===== config.mk =====
export PLATFORM = sky130hd
export DESIGN_NAME = stack_mem_ctrl
export DESIGN_NICKNAME = d
export VERILOG_FILES = /design/src/rtl/mem_ctrl_pkg.sv /design/src/rtl/stack_mem_ctrl_stack_pointer.sv /design/src/rtl/stack_mem_ctrl.sv
export SDC_FILE = /design/constraint.sdc
export NUM_CORES = 1
export LEC_CHECK = 0
export ABC_AREA = 1
export CAP_MARGIN = 30
export CORE_AREA = 8 8 86 88
export CTS_CLUSTER_DIAMETER = 100
export DETAILED_ROUTE_END_ITERATION = 6
export DIE_AREA = 0 0 94 96
export GPL_TIMING_DRIVEN = 0
export HOLD_SLACK_MARGIN = 0.02
export PLACE_DENSITY = 0.77
export SYNTH_ARGS = -nofsm -noshare
export SYNTH_HDL_FRONTEND = slang
export SYNTH_HIERARCHICAL = 1
export SYNTH_SLANG_ARGS = --single-unit

===== constraint.sdc =====
create_clock -name clk -period 1.9 [get_ports clk]
set_input_delay 0.285 -clock clk [delete_from_list [all_inputs] [get_ports clk]]
set_output_delay 0.285 -clock clk [all_outputs]
set_load 0.01 [all_outputs]

===== src/rtl/mem_ctrl_pkg.sv =====
`default_nettype none
// ============================================================================
// Module   : mem_ctrl_pkg
// Purpose  : Shared definitions for the stack/memory access sequencer:
//            request op encodings, FSM state encoding and address width.
// Ports    : none (package)
// Config   : none
// Revision : 1.0 - initial release
// ============================================================================
package mem_ctrl_pkg;

    localparam int ADDR_W = 8;
    localparam int DATA_W = 8;
    localparam int OP_W   = 3;

    // Request operations; encodings 5..7 are illegal and rejected with rsp_err.
    typedef enum logic [OP_W-1:0] {
        OP_LOAD  = 3'd0,
        OP_STORE = 3'd1,
        OP_PUSH  = 3'd2,
        OP_POP   = 3'd3,
        OP_INC   = 3'd4
    } op_e;

    // Sequencer states. MODW is visited only by INC (write-back of mem+1).
    typedef enum logic [1:0] {
        ST_IDLE = 2'd0,
        ST_EXEC = 2'd1,
        ST_MODW = 2'd2,
        ST_RESP = 2'd3
    } state_e;

    function automatic logic op_is_illegal(input logic [OP_W-1:0] op);
        return (op > OP_INC);
    endfunction

endpackage : mem_ctrl_pkg
`default_nettype wire


===== src/rtl/stack_mem_ctrl_stack_pointer.sv =====
`default_nettype none
// ============================================================================
// Module   : stack_pointer
// Purpose  : Holds the stack pointer (next free slot, grows down) for the
//            stack_mem_ctrl sequencer and provides sp and sp+1.
// Ports    : clk, reset     - clock, async active-high reset (sp <= STACK_TOP)
//            push_i         - decrement sp this edge
//            pop_i          - increment sp this edge
//            hold_i         - suppress any update (bounds violation)
//            sp_o           - current stack pointer
//            sp_plus1_o     - sp + 1 (top-of-stack address for POP)
// Config   : none
// Revision : 1.0 - initial release
// ============================================================================
module stack_pointer
    import mem_ctrl_pkg::*;
#(
    parameter logic [ADDR_W-1:0] STACK_TOP = 8'hFF
) (
    input  logic              clk,
    input  logic              reset,
    input  logic              push_i,
    input  logic              pop_i,
    input  logic              hold_i,
    output logic [ADDR_W-1:0] sp_o,
    output logic [ADDR_W-1:0] sp_plus1_o
);

    logic [ADDR_W-1:0] sp_q;
    logic [ADDR_W-1:0] sp_d;

    always_comb begin
        sp_d = sp_q;
        if (!hold_i) begin
            // Arithmetic is modulo 2^ADDR_W; wrap is intended when unchecked.
            if (push_i) begin
                sp_d = sp_q - 1'b1;
            end else if (pop_i) begin
                sp_d = sp_q + 1'b1;
            end
        end
    end

    always_ff @(posedge clk or posedge reset) begin
        if (reset) begin
            sp_q <= STACK_TOP;
        end else begin
            sp_q <= sp_d;
        end
    end

    assign sp_o       = sp_q;
    assign sp_plus1_o = sp_q + 1'b1;

endmodule : stack_pointer
`default_nettype wire


===== src/rtl/stack_mem_ctrl.sv =====
`default_nettype none
// ============================================================================
// Module   : stack_mem_ctrl
// Purpose  : Memory-access sequencer in front of a 256x8 data memory
//            (negedge write, combinational read). Executes one LOAD, STORE,
//            PUSH, POP or INC (read-modify-write) request at a time and
//            returns a one-cycle response pulse. Owns the stack pointer.
// Ports    : clk, reset              - clock, async active-high reset
//            req_valid/req_ready     - request handshake (ready in IDLE only)
//            req_op/addr/wdata       - request op, address, write data
//            rsp_valid/rdata/err     - one-cycle response pulse and payload
//            sp                      - current stack pointer
//            mem_address/data_in/
//            mem_write_enable        - drive to data memory
//            mem_data_out            - combinational read data from memory
// Config   : STACK_CHECK_EN - when defined, PUSH below STACK_LIMIT and POP
//            on an empty stack are rejected with rsp_err; otherwise sp wraps.
// Revision : 1.0 - initial release
// ============================================================================
module stack_mem_ctrl
    import mem_ctrl_pkg::*;
#(
    parameter logic [ADDR_W-1:0] STACK_TOP   = 8'hFF,
    parameter logic [ADDR_W-1:0] STACK_LIMIT = 8'h80
) (
    input  logic              clk,
    input  logic              reset,
    input  logic              req_valid,
    output logic              req_ready,
    input  logic [OP_W-1:0]   req_op,
    input  logic [ADDR_W-1:0] req_addr,
    input  logic [DATA_W-1:0] req_wdata,
    output logic              rsp_valid,
    output logic [DATA_W-1:0] rsp_rdata,
    output logic              rsp_err,
    output logic [ADDR_W-1:0] sp,
    output logic [ADDR_W-1:0] mem_address,
    output logic [DATA_W-1:0] mem_data_in,
    output logic              mem_write_enable,
    input  logic [DATA_W-1:0] mem_data_out
);

`ifdef STACK_CHECK_EN
    localparam logic C_CHECK = 1'b1;
`else
    localparam logic C_CHECK = 1'b0;
`endif

    state_e            state_q, state_d;
    logic [OP_W-1:0]   op_q, op_d;
    logic [ADDR_W-1:0] addr_q, addr_d;
    logic [DATA_W-1:0] wdata_q, wdata_d;
    logic [DATA_W-1:0] inc_q, inc_d;
    logic              rsp_valid_q, rsp_valid_d;
    logic [DATA_W-1:0] rsp_rdata_q, rsp_rdata_d;
    logic              rsp_err_q, rsp_err_d;

    logic [ADDR_W-1:0] w_sp_plus1;
    logic              w_in_exec;
    logic              w_illegal;
    logic              w_push_err;
    logic              w_pop_err;
    logic              w_err;
    logic              w_sp_push;
    logic              w_sp_pop;

    // Error decode depends only on registered op and sp, so every memory
    // strobe derived from it is stable well before the memory's negedge.
    assign w_in_exec  = (state_q == ST_EXEC);
    assign w_illegal  = op_is_illegal(op_q);
    assign w_push_err = C_CHECK && (op_q == OP_PUSH) && (sp < STACK_LIMIT);
    assign w_pop_err  = C_CHECK && (op_q == OP_POP) && (sp == STACK_TOP);
    assign w_err      = w_illegal || w_push_err || w_pop_err;
    assign w_sp_push  = w_in_exec && (op_q == OP_PUSH);
    assign w_sp_pop   = w_in_exec && (op_q == OP_POP);

    stack_pointer #(
        .STACK_TOP (STACK_TOP)
    ) u_stack_pointer (
        .clk        (clk),
        .reset      (reset),
        .push_i     (w_sp_push),
        .pop_i      (w_sp_pop),
        .hold_i     (w_push_err || w_pop_err),
        .sp_o       (sp),
        .sp_plus1_o (w_sp_plus1)
    );

    always_comb begin
        state_d          = state_q;
        op_d             = op_q;
        addr_d           = addr_q;
        wdata_d          = wdata_q;
        inc_d            = inc_q;
        rsp_valid_d      = 1'b0;
        rsp_rdata_d      = rsp_rdata_q;
        rsp_err_d        = rsp_err_q;
        req_ready        = 1'b0;
        mem_address      = '0;
        mem_data_in      = '0;
        mem_write_enable = 1'b0;

        case (state_q)
            ST_IDLE: begin
                req_ready = 1'b1;
                if (req_valid) begin
                    op_d    = req_op;
                    addr_d  = req_addr;
                    wdata_d = req_wdata;
                    state_d = ST_EXEC;
                end
            end

            ST_EXEC: begin
                // Default payload: zero data, flag any rejection.
                rsp_rdata_d = '0;
                rsp_err_d   = w_err;
                state_d     = ST_RESP;
                case (op_q)
                    OP_LOAD: begin
                        mem_address = addr_q;
                        rsp_rdata_d = mem_data_out;
                    end
                    OP_STORE: begin
                        mem_address      = addr_q;
                        mem_data_in      = wdata_q;
                        mem_write_enable = 1'b1;
                    end
                    OP_PUSH: begin
                        if (!w_push_err) begin
                            mem_address      = sp;
                            mem_data_in      = wdata_q;
                            mem_write_enable = 1'b1;
                        end
                    end
                    OP_POP: begin
                        if (!w_pop_err) begin
                            mem_address = w_sp_plus1;
                            rsp_rdata_d = mem_data_out;
                        end
                    end
                    OP_INC: begin
                        mem_address = addr_q;
                        inc_d       = mem_data_out + 1'b1;
                        state_d     = ST_MODW;
                    end
                    default: begin
                        // Illegal op: no memory access at all.
                    end
                endcase
            end

            ST_MODW: begin
                mem_address      = addr_q;
                mem_data_in      = inc_q;
                mem_write_enable = 1'b1;
                rsp_rdata_d      = inc_q;
                state_d          = ST_RESP;
            end

            ST_RESP: begin
                // The response pulse is registered here, so it appears in
                // the cycle after leaving RESP (back in IDLE).
                rsp_valid_d = 1'b1;
                state_d     = ST_IDLE;
            end

            default: begin
                state_d = ST_IDLE;
            end
        endcase
    end

    always_ff @(posedge clk or posedge reset) begin
        if (reset) begin
            state_q     <= ST_IDLE;
            op_q        <= '0;
            addr_q      <= '0;
            wdata_q     <= '0;
            inc_q       <= '0;
            rsp_valid_q <= 1'b0;
            rsp_rdata_q <= '0;
            rsp_err_q   <= 1'b0;
        end else begin
            state_q     <= state_d;
            op_q        <= op_d;
            addr_q      <= addr_d;
            wdata_q     <= wdata_d;
            inc_q       <= inc_d;
            rsp_valid_q <= rsp_valid_d;
            rsp_rdata_q <= rsp_rdata_d;
            rsp_err_q   <= rsp_err_d;
        end
    end

    assign rsp_valid = rsp_valid_q;
    assign rsp_rdata = rsp_rdata_q;
    assign rsp_err   = rsp_err_q;

endmodule : stack_mem_ctrl
`default_nettype wire


==> results of run 1 <==
-- power by group through the flow --
stage          combinational (mW)  clock [mW]  sequential [mW]
6_report                     5.46       0.741             1.93
5_1_grt                      5.79       0.792             1.98
4_1_cts                      4.06       0.742             1.89
3_5_place_dp                 3.28           0             1.93
3_3_place_gp                 3.22           0             1.91
2_1_floorplan                2.03           0             1.90
-- synthesized netlist by cell type --
cell / n
a21oi_1: 39
a22oi_1: 1
and2_1: 1
buf_2: 6
buf_4: 2
buf_6: 3
clkbuf_1: 4
clkbuf_8: 1
clkinv_1: 1
conb_1: 1
dfrtp_1: 39
dfstp_2: 8
ha_1: 7
inv_1: 28
inv_2: 2
mux2_2: 17
nand2_1: 88
nand2_2: 6
nand3_1: 36
nand3_2: 3
nand4_1: 16
nor2_1: 26
nor2_2: 3
nor2_4: 2
o21ai_0: 14
o21ai_1: 3
o21ai_2: 3
or2_2: 1
xnor2_1: 2
xor2_1: 5
-- path summary, 6_finish.rpt --
path	from	end	slack (ns)	cells after the start
worst min register to register	addr_q[5]	addr_q[5]	0.51	1
worst max register to register	u_stack_pointer/sp_o[0]	u_stack_pointer/sp_o[4]	0.01	12
worst min-delay path	addr_q[5]	addr_q[5]	0.51	1
max in group asynchronous	reset	op_q[0]	0.80	2
min in group asynchronous	reset	rsp_err	0.52	2
worst max-delay path	u_stack_pointer/sp_o[0]	mem_address[6]	-0.43	10
-- worst reg2reg max path, stage by stage, from the launching register on --
cell	delay, ns
dfstp_2	0.63
ha_4	0.18
nand2_4	0.07
o21ai_4	0.14
o21ai_2	0.09
buf_4	0.14
buf_6	0.11
buf_6	0.11
buf_6	0.11
buf_6	0.10
nand2_2	0.05
nand2_2	0.06
o21ai_2	0.05
-- per-stage QoR --
stage,instances,setup TNS [ns]
2_1_floorplan,368,0
5_1_grt,570,-3.811
3_3_place_gp,510,-14.00
6_report,570,-2.750
4_1_cts,551,-1.882
3_5_place_dp,510,-7.589
-- layout by cell type (no fill, tap or decap), types with 4 or more instances in the layout --
cell,instances
a21oi_1,25
a21oi_2,10
a21oi_4,4
buf_2,19
buf_4,36
buf_6,23
clkbuf_8,5
clkdlybuf4s50_1,44
dfrtp_1,38
dfstp_2,8
ha_4,4
inv_1,18
inv_2,8
mux2_2,17
nand2_1,79
nand2_2,10
nand2_4,5
nand3_1,31
nand3_2,5
nand4_1,16
nor2_1,24
nor2_4,4
o21ai_0,11
o21ai_2,4
xor2_1,4
-- cell type report --
| type | instances | share of cell area, % |
|---|---|---|
| multi-input cells | 274 | 39.04 |
| flip-flops and latches | 47 | 25.80 |
| repair buffers | 118 | 23.95 |
| plain buffers | 16 | 3.670 |
| inverters | 31 | 3.127 |
| well taps | 77 | 2.094 |
| clock buffers | 5 | 1.495 |
| clock inverters | 2 | 0.8157 |
-- logic make-up (layout without fill, tap and decap cells) --
logic type | after synthesis | after routing | synth area share, %
AO/OA/AOI/OAI | 60 | 60 | 10.84
AND/OR/NAND/NOR | 182 | 182 | 28.63
multiplexers | 17 | 17 | 6.606
other | 1 | 1 | 0.1294
XOR/XNOR | 7 | 7 | 2.116
flip-flops | 47 | 47 | 40.93
buffers and inverters | 47 | 172 | 7.728
adder cells (fa/ha/maj) | 7 | 7 | 3.022
-- registers in the layout (all words and copies together), names as in the netlist --
register,cells
addr_q,8
op_q,3
rsp_valid,1
wdata_q,8
state_q,2
inc_q,8
rsp_err,1
u_stack_pointer/sp_o,8
rsp_rdata,8
-- timing repair --
| item | CTS | global route |
|---|---|---|
| buffers inserted | 33 | 20 |
| gates cloned | 1 | 3 |
| pin swaps | 24 | 29 |
| endpoints found under the setup margin | 18 | 29 |
| resized for setup | 130 | 67 |
-- metal layers --
layer,global-route usage (%),vias to the layer above
met4,8.190,0
li1,-,1477
met2,35.30,241
met1,24.92,1613
met3,3.900,70
met5,0,-
==> results.cfg, run 1 <==
[clock_tree]
cts_sinks = 47
cts_hold_buf = 0
path_clk_slew_ns = 0.09
cts-root-buf = clkbuf_8
clk_path_buf_depth = 2
insertion_delay_ns = 0.31
cts_htree_levels = 2
tritoncts = built
numCtsBuffers = 5

[power]
sw_frac_of_total_pct = 44.41
vdd.ir_drop.worst_mv = 1.039
p_switching_mw = 3.613
p_per_area_nw_per_um2 = 1768
comb_power_share_pct = 67.1
finalPower_mw = 8.135
p_leak_nw = 2.105
p_int_mw = 4.522
p_clk_share_pct = 9.1
seqPwrFrac_pct = 23.8

[timing]
period_minus_slack_ns = 2.335
slew_headroom_pct = 42.29
tightest_slew_ns = 0.8644
setup_slack_ns = -0.4345
finClkSkew_ns = 0.008975
fin_crit_sh_pct = 122.9
finalMaxSlewViolations = 0
finalSetupViolCount = 14
hold_slack_ns = 0.5108
rsz0062_at_grt = yes
hold_viol = 0
fmax_ghz = 0.4284

[floorplan]
start_util_pct = 47.54
die_area_um2 = 9024
row_count = 29
dieWidth_um = 94
die_h_um = 96
core_area_um2 = 6096
io_pins = 66

[yosys]
yosys_warnings = 6
synth_nets = 405
yosysTopAreaCellShare_pct = 33.68
avgSynthCellArea_um2 = 7.874
netlist_instances = 368
netlist.top_cell.by_area = dfrtp_1
ys_seq_elements = 47
netlist_area_um2 = 2898
synth.distinct_cells = 30
ys_seq_area_share_pct = 40.93
ys_top_cells_by_area = dfrtp_1 34%, nand2_1 11%, dfstp_2 7.3%, a21oi_1 6.7%, mux2_2 6.6%

[routing]
post_drt_wl_per_cell_um = 19.64
highest_layer = met4
ant_nets = 0
wl_met1_um = 4079
wl_met3_um = 981
via_per_inst = 5.967
drt-total-wl_um = 11190
drt-initial-drc-count = 295
drc_errors = 0
wl_met2_um = 5627
num_vias = 3401
dr.pass1.iters = 6

[final_layout]
fin_area_um2 = 4602
final_util_pct = 75.49
seq_area_um2 = 1187
nets = 530
drive_above_1_share_pct = 38.95
fillers = 393
multi_input_area_um2 = 1797
syn_to_final_growth_pct = 58.81
num_antenna_cells = 0

[global_route]
grt_use_total_pct = 20.56
grt_antenna_before_repair = 0
grt_pass1_vias = 3054
overflow = 0
grt_start_max_net_pins = 40
grt_pass1_wl_um = 14770

[job]
cap_violations = 0

[placement]
pre_cts_slack_ns = -0.5639
portBuffers = 65
post-dp-hpwl_um = 5877
placed_area_um2 = 3645
place_congestion = 0.8897

[worst_setup_path]
worstPathMaxFanout = 4
path_cells = ha_4 > nand2_4 > nor2_4 > nand3_2 > o21ai_2 > nand4_1 > nand2_1 > nand2_1 > a21oi_2 > buf_2
crit_path_start_kind = flop
cp.arrival_ns = 2.05
crit_type = reg2out
max_stage_delay_ns = 0.63
slowest_stage = dfstp_2
worstSetupEndpointType = output port
cp_top_family = flip-flops
cp_common_cell = nand2_1
path_buf_inv = 1
cp.required_ns = 1.62

[outcome]
violations = setup timing
status = finished with violations

[worst_hold_path]
hp-class = reg2reg
(Power assumes the default switching activity.)
==> inputs of run 2 (changes only) <==
--- a/config.mk
+++ b/config.mk
@@ -7,13 +7,14 @@
 export LEC_CHECK = 0
 export ABC_AREA = 1
 export CAP_MARGIN = 30
-export CORE_AREA = 8 8 86 88
+export CORE_AREA = 3 3 81 83
 export CTS_CLUSTER_DIAMETER = 100
 export DETAILED_ROUTE_END_ITERATION = 6
-export DIE_AREA = 0 0 94 96
+export DIE_AREA = 0 0 84 86
 export GPL_TIMING_DRIVEN = 0
 export HOLD_SLACK_MARGIN = 0.02
 export PLACE_DENSITY = 0.77
+export RECOVER_POWER = 100
 export SYNTH_ARGS = -nofsm -noshare
 export SYNTH_HDL_FRONTEND = slang
 export SYNTH_HIERARCHICAL = 1
==> constraint.sdc (replaced) <==
create_clock -name clk -period 2.84 [get_ports clk]
set_input_delay 0.426 -clock clk [delete_from_list [all_inputs] [get_ports clk]]
set_output_delay 0.426 -clock clk [all_outputs]
set_load 0.01 [all_outputs]
==> run 2 against run 1 <==
Net effect: the run ends with capacitance limit, slew limit left; combinational power shrank 59%; count of clock-buffer cells in the layout grew 1; final cell count shrank 9.1%; sequential share of layout area grew 5.7 points.
==> results.cfg, run 2 (synthesis results as in run 1) <==
[clock_tree]
tritoncts = built
cts_sinks = 47
path_clk_slew_ns = 0.09
cts_htree_levels = 2
clk_path_buf_depth = 2
numCtsBuffers = 5
insertion_delay_ns = 0.32
cts-root-buf = clkbuf_8

[global_route]
grt_antenna_before_repair = 0
grt_pass1_wl_um = 12450
busiest_layer = met2
met1_usage_pct = 28.76
grt_use_met2_pct = 34.63
gr-usage-met3_pct = 3.458
grt_pass1_vias = 2662
overflow = 0
grt_start_max_net_pins = 40
grt_use_total_pct = 21.08

[power]
p_int_mw = 2.199
comb_power_share_pct = 56.7
vdd.ir_drop.worst_mv = 0.5824
p_per_area_nw_per_um2 = 1049
p_clk_share_pct = 11.2
seqPwrFrac_pct = 32.0
p_leak_nw = 1.726
finalPower_mw = 3.947
sw_frac_of_total_pct = 44.28
p_switching_mw = 1.748

[final_layout]
fin_area_um2 = 3762
drive_above_1_share_pct = 16.03
num_antenna_cells = 0
fillers = 521
layout_commonest_cell = nand2_1
nets = 479
stdcell_count = 518
syn_to_final_growth_pct = 29.84
layout_common_cells = 88 x nand2_1, 59 x clkdlybuf4s50_1, 39 x a21oi_1, 39 x dfrtp_1, 36 x nand3_1

[routing]
ant_nets = 0
drc_errors = 0
dr.pass1.iters = 5
drt-initial-drc-count = 177
via_per_inst = 5.444
num_vias = 2820
post_drt_wl_per_cell_um = 14.47
drt-total-wl_um = 7496

[worst_setup_path]
worstPathMaxFanout = 6
cp_common_cell = nand2_1
crit_path_start_kind = flop
max_stage_delay_ns = 0.55
cp.required_ns = 2.41
path_cells = buf_4 > nand3_2 > xor2_1 > nand4_1 > nand2_1 > nand2_1 > a21oi_1 > clkdlybuf4s50_1
slowest_stage = dfstp_2
crit_type = reg2out
worstSetupEndpointType = output port
cp.arrival_ns = 2.27

[timing]
finalMaxSlewViolations = 40
fin_crit_sh_pct = 95.08
rsz0062_at_grt = no
tightest_slew_ns = 1.567
slew_headroom_pct = -4.582
finalSetupViolCount = 0
setup_slack_ns = 0.1397
fmax_ghz = 0.3703
hold_viol = 0
finClkSkew_ns = 0.01726
tns_ns = 0
period_minus_slack_ns = 2.700

[placement]
pre_cts_slack_ns = 0.2117
placed_area_um2 = 3642
dp_cells = 508
place_congestion = 0.8927
portBuffers = 65
post-dp-hpwl_um = 5573

[floorplan]
io_pins = 66
start_util_pct = 48.94
die_area_um2 = 7224
die_h_um = 86
core_area_um2 = 5921
row_count = 28
dieWidth_um = 84

[outcome]
status = finished with violations
violations = capacitance limit, slew limit

[job]
cap_violations = 1

[worst_hold_path]
hp-class = reg2reg
==> run 2: cell count changes in the layout (fill, tap and decap cells not counted), moves of 6 or more <==
cell | previous run | this run
clkdlybuf4s50_1 | 44 | 59
a21oi_1 | 25 | 39
inv_1 | 18 | 28
buf_6 | 23 | 3
buf_2 | 19 | 5
nand2_1 | 79 | 88
buf_4 | 36 | 4
a21oi_2 | 10 | 0
inv_2 | 8 | 2
==> run 2: metal layers <==
metal / vias up / part of all wire (%)
li1: 1361 / -
met4: 0 / 1.4
met5: - / 0
met2: 108 / 49
met1: 1338 / 45
met3: 13 / 5.2
==> run 2: timing repair <==
item | in CTS | in global routing
hold buffers | 0 | 0
endpoints found under the setup margin | 8 | 13
pin swaps | 0 | 0
buffers inserted | 1 | 1
resized for setup | 4 | 10
==> run 2: per-stage QoR <==
step / hold WS [ns] / utilization, %
6_report: 0.5137 / 63.55
5_1_grt: 0.5261 / 63.55
3_5_place_dp: 0.4941 / 61.52
2_1_floorplan: 0.4686 / -
3_3_place_gp: 0.4882 / 61.52
4_1_cts: 0.5144 / 63.27
==> run 2: final timing paths <==
check	startpoint	depth (start not counted)	to	slack (ns)
max	u_stack_pointer/sp_o[0]	8	mem_address[3]	0.14
min	u_stack_pointer/sp_o[7]	2	u_stack_pointer/sp_o[7]	0.51
max reg2reg	state_q[1]	12	u_stack_pointer/sp_o[4]	0.99
min reg2reg	u_stack_pointer/sp_o[7]	2	u_stack_pointer/sp_o[7]	0.51
max in group asynchronous	reset	2	state_q[1]	0.85
min in group asynchronous	reset	2	u_stack_pointer/sp_o[0]	0.78
==> run 2: layout make-up <==
type                            instances  area (um^2)  share of cell area, %
Clock inverter                          2        16.27                 0.4323
Multi-Input combinational cell        274         1488                  39.54
Sequential cell                        47         1186                  31.53
Timing Repair Buffer                   67        666.9                  17.73
Clock buffer                            6        82.58                  2.195
Tap cell                               75        93.84                  2.494
Inverter                               31        117.6                  3.126
Buffer                                 16        111.4                  2.960
==> run 2: power groups by stage <==
stage / logic [mW] / registers [mW] / clock network [mW]
3_3_place_gp: 2.14 / 1.28 / 0
5_1_grt: 2.47 / 1.31 / 0.475
6_report: 2.24 / 1.26 / 0.444
2_1_floorplan: 1.36 / 1.27 / 0
3_5_place_dp: 2.19 / 1.29 / 0
4_1_cts: 2.21 / 1.27 / 0.448
==> run 2: critical path, delay by kind of cell, from the launching register on <==
family                    cells  cell delay (ns)
AOI/OAI and AO/OA             1             0.14
buffers and inverters         2             0.70
xor gates and xnor gates      1             0.21
and+or+nand+nor               4             0.35
DFF                           1             0.55
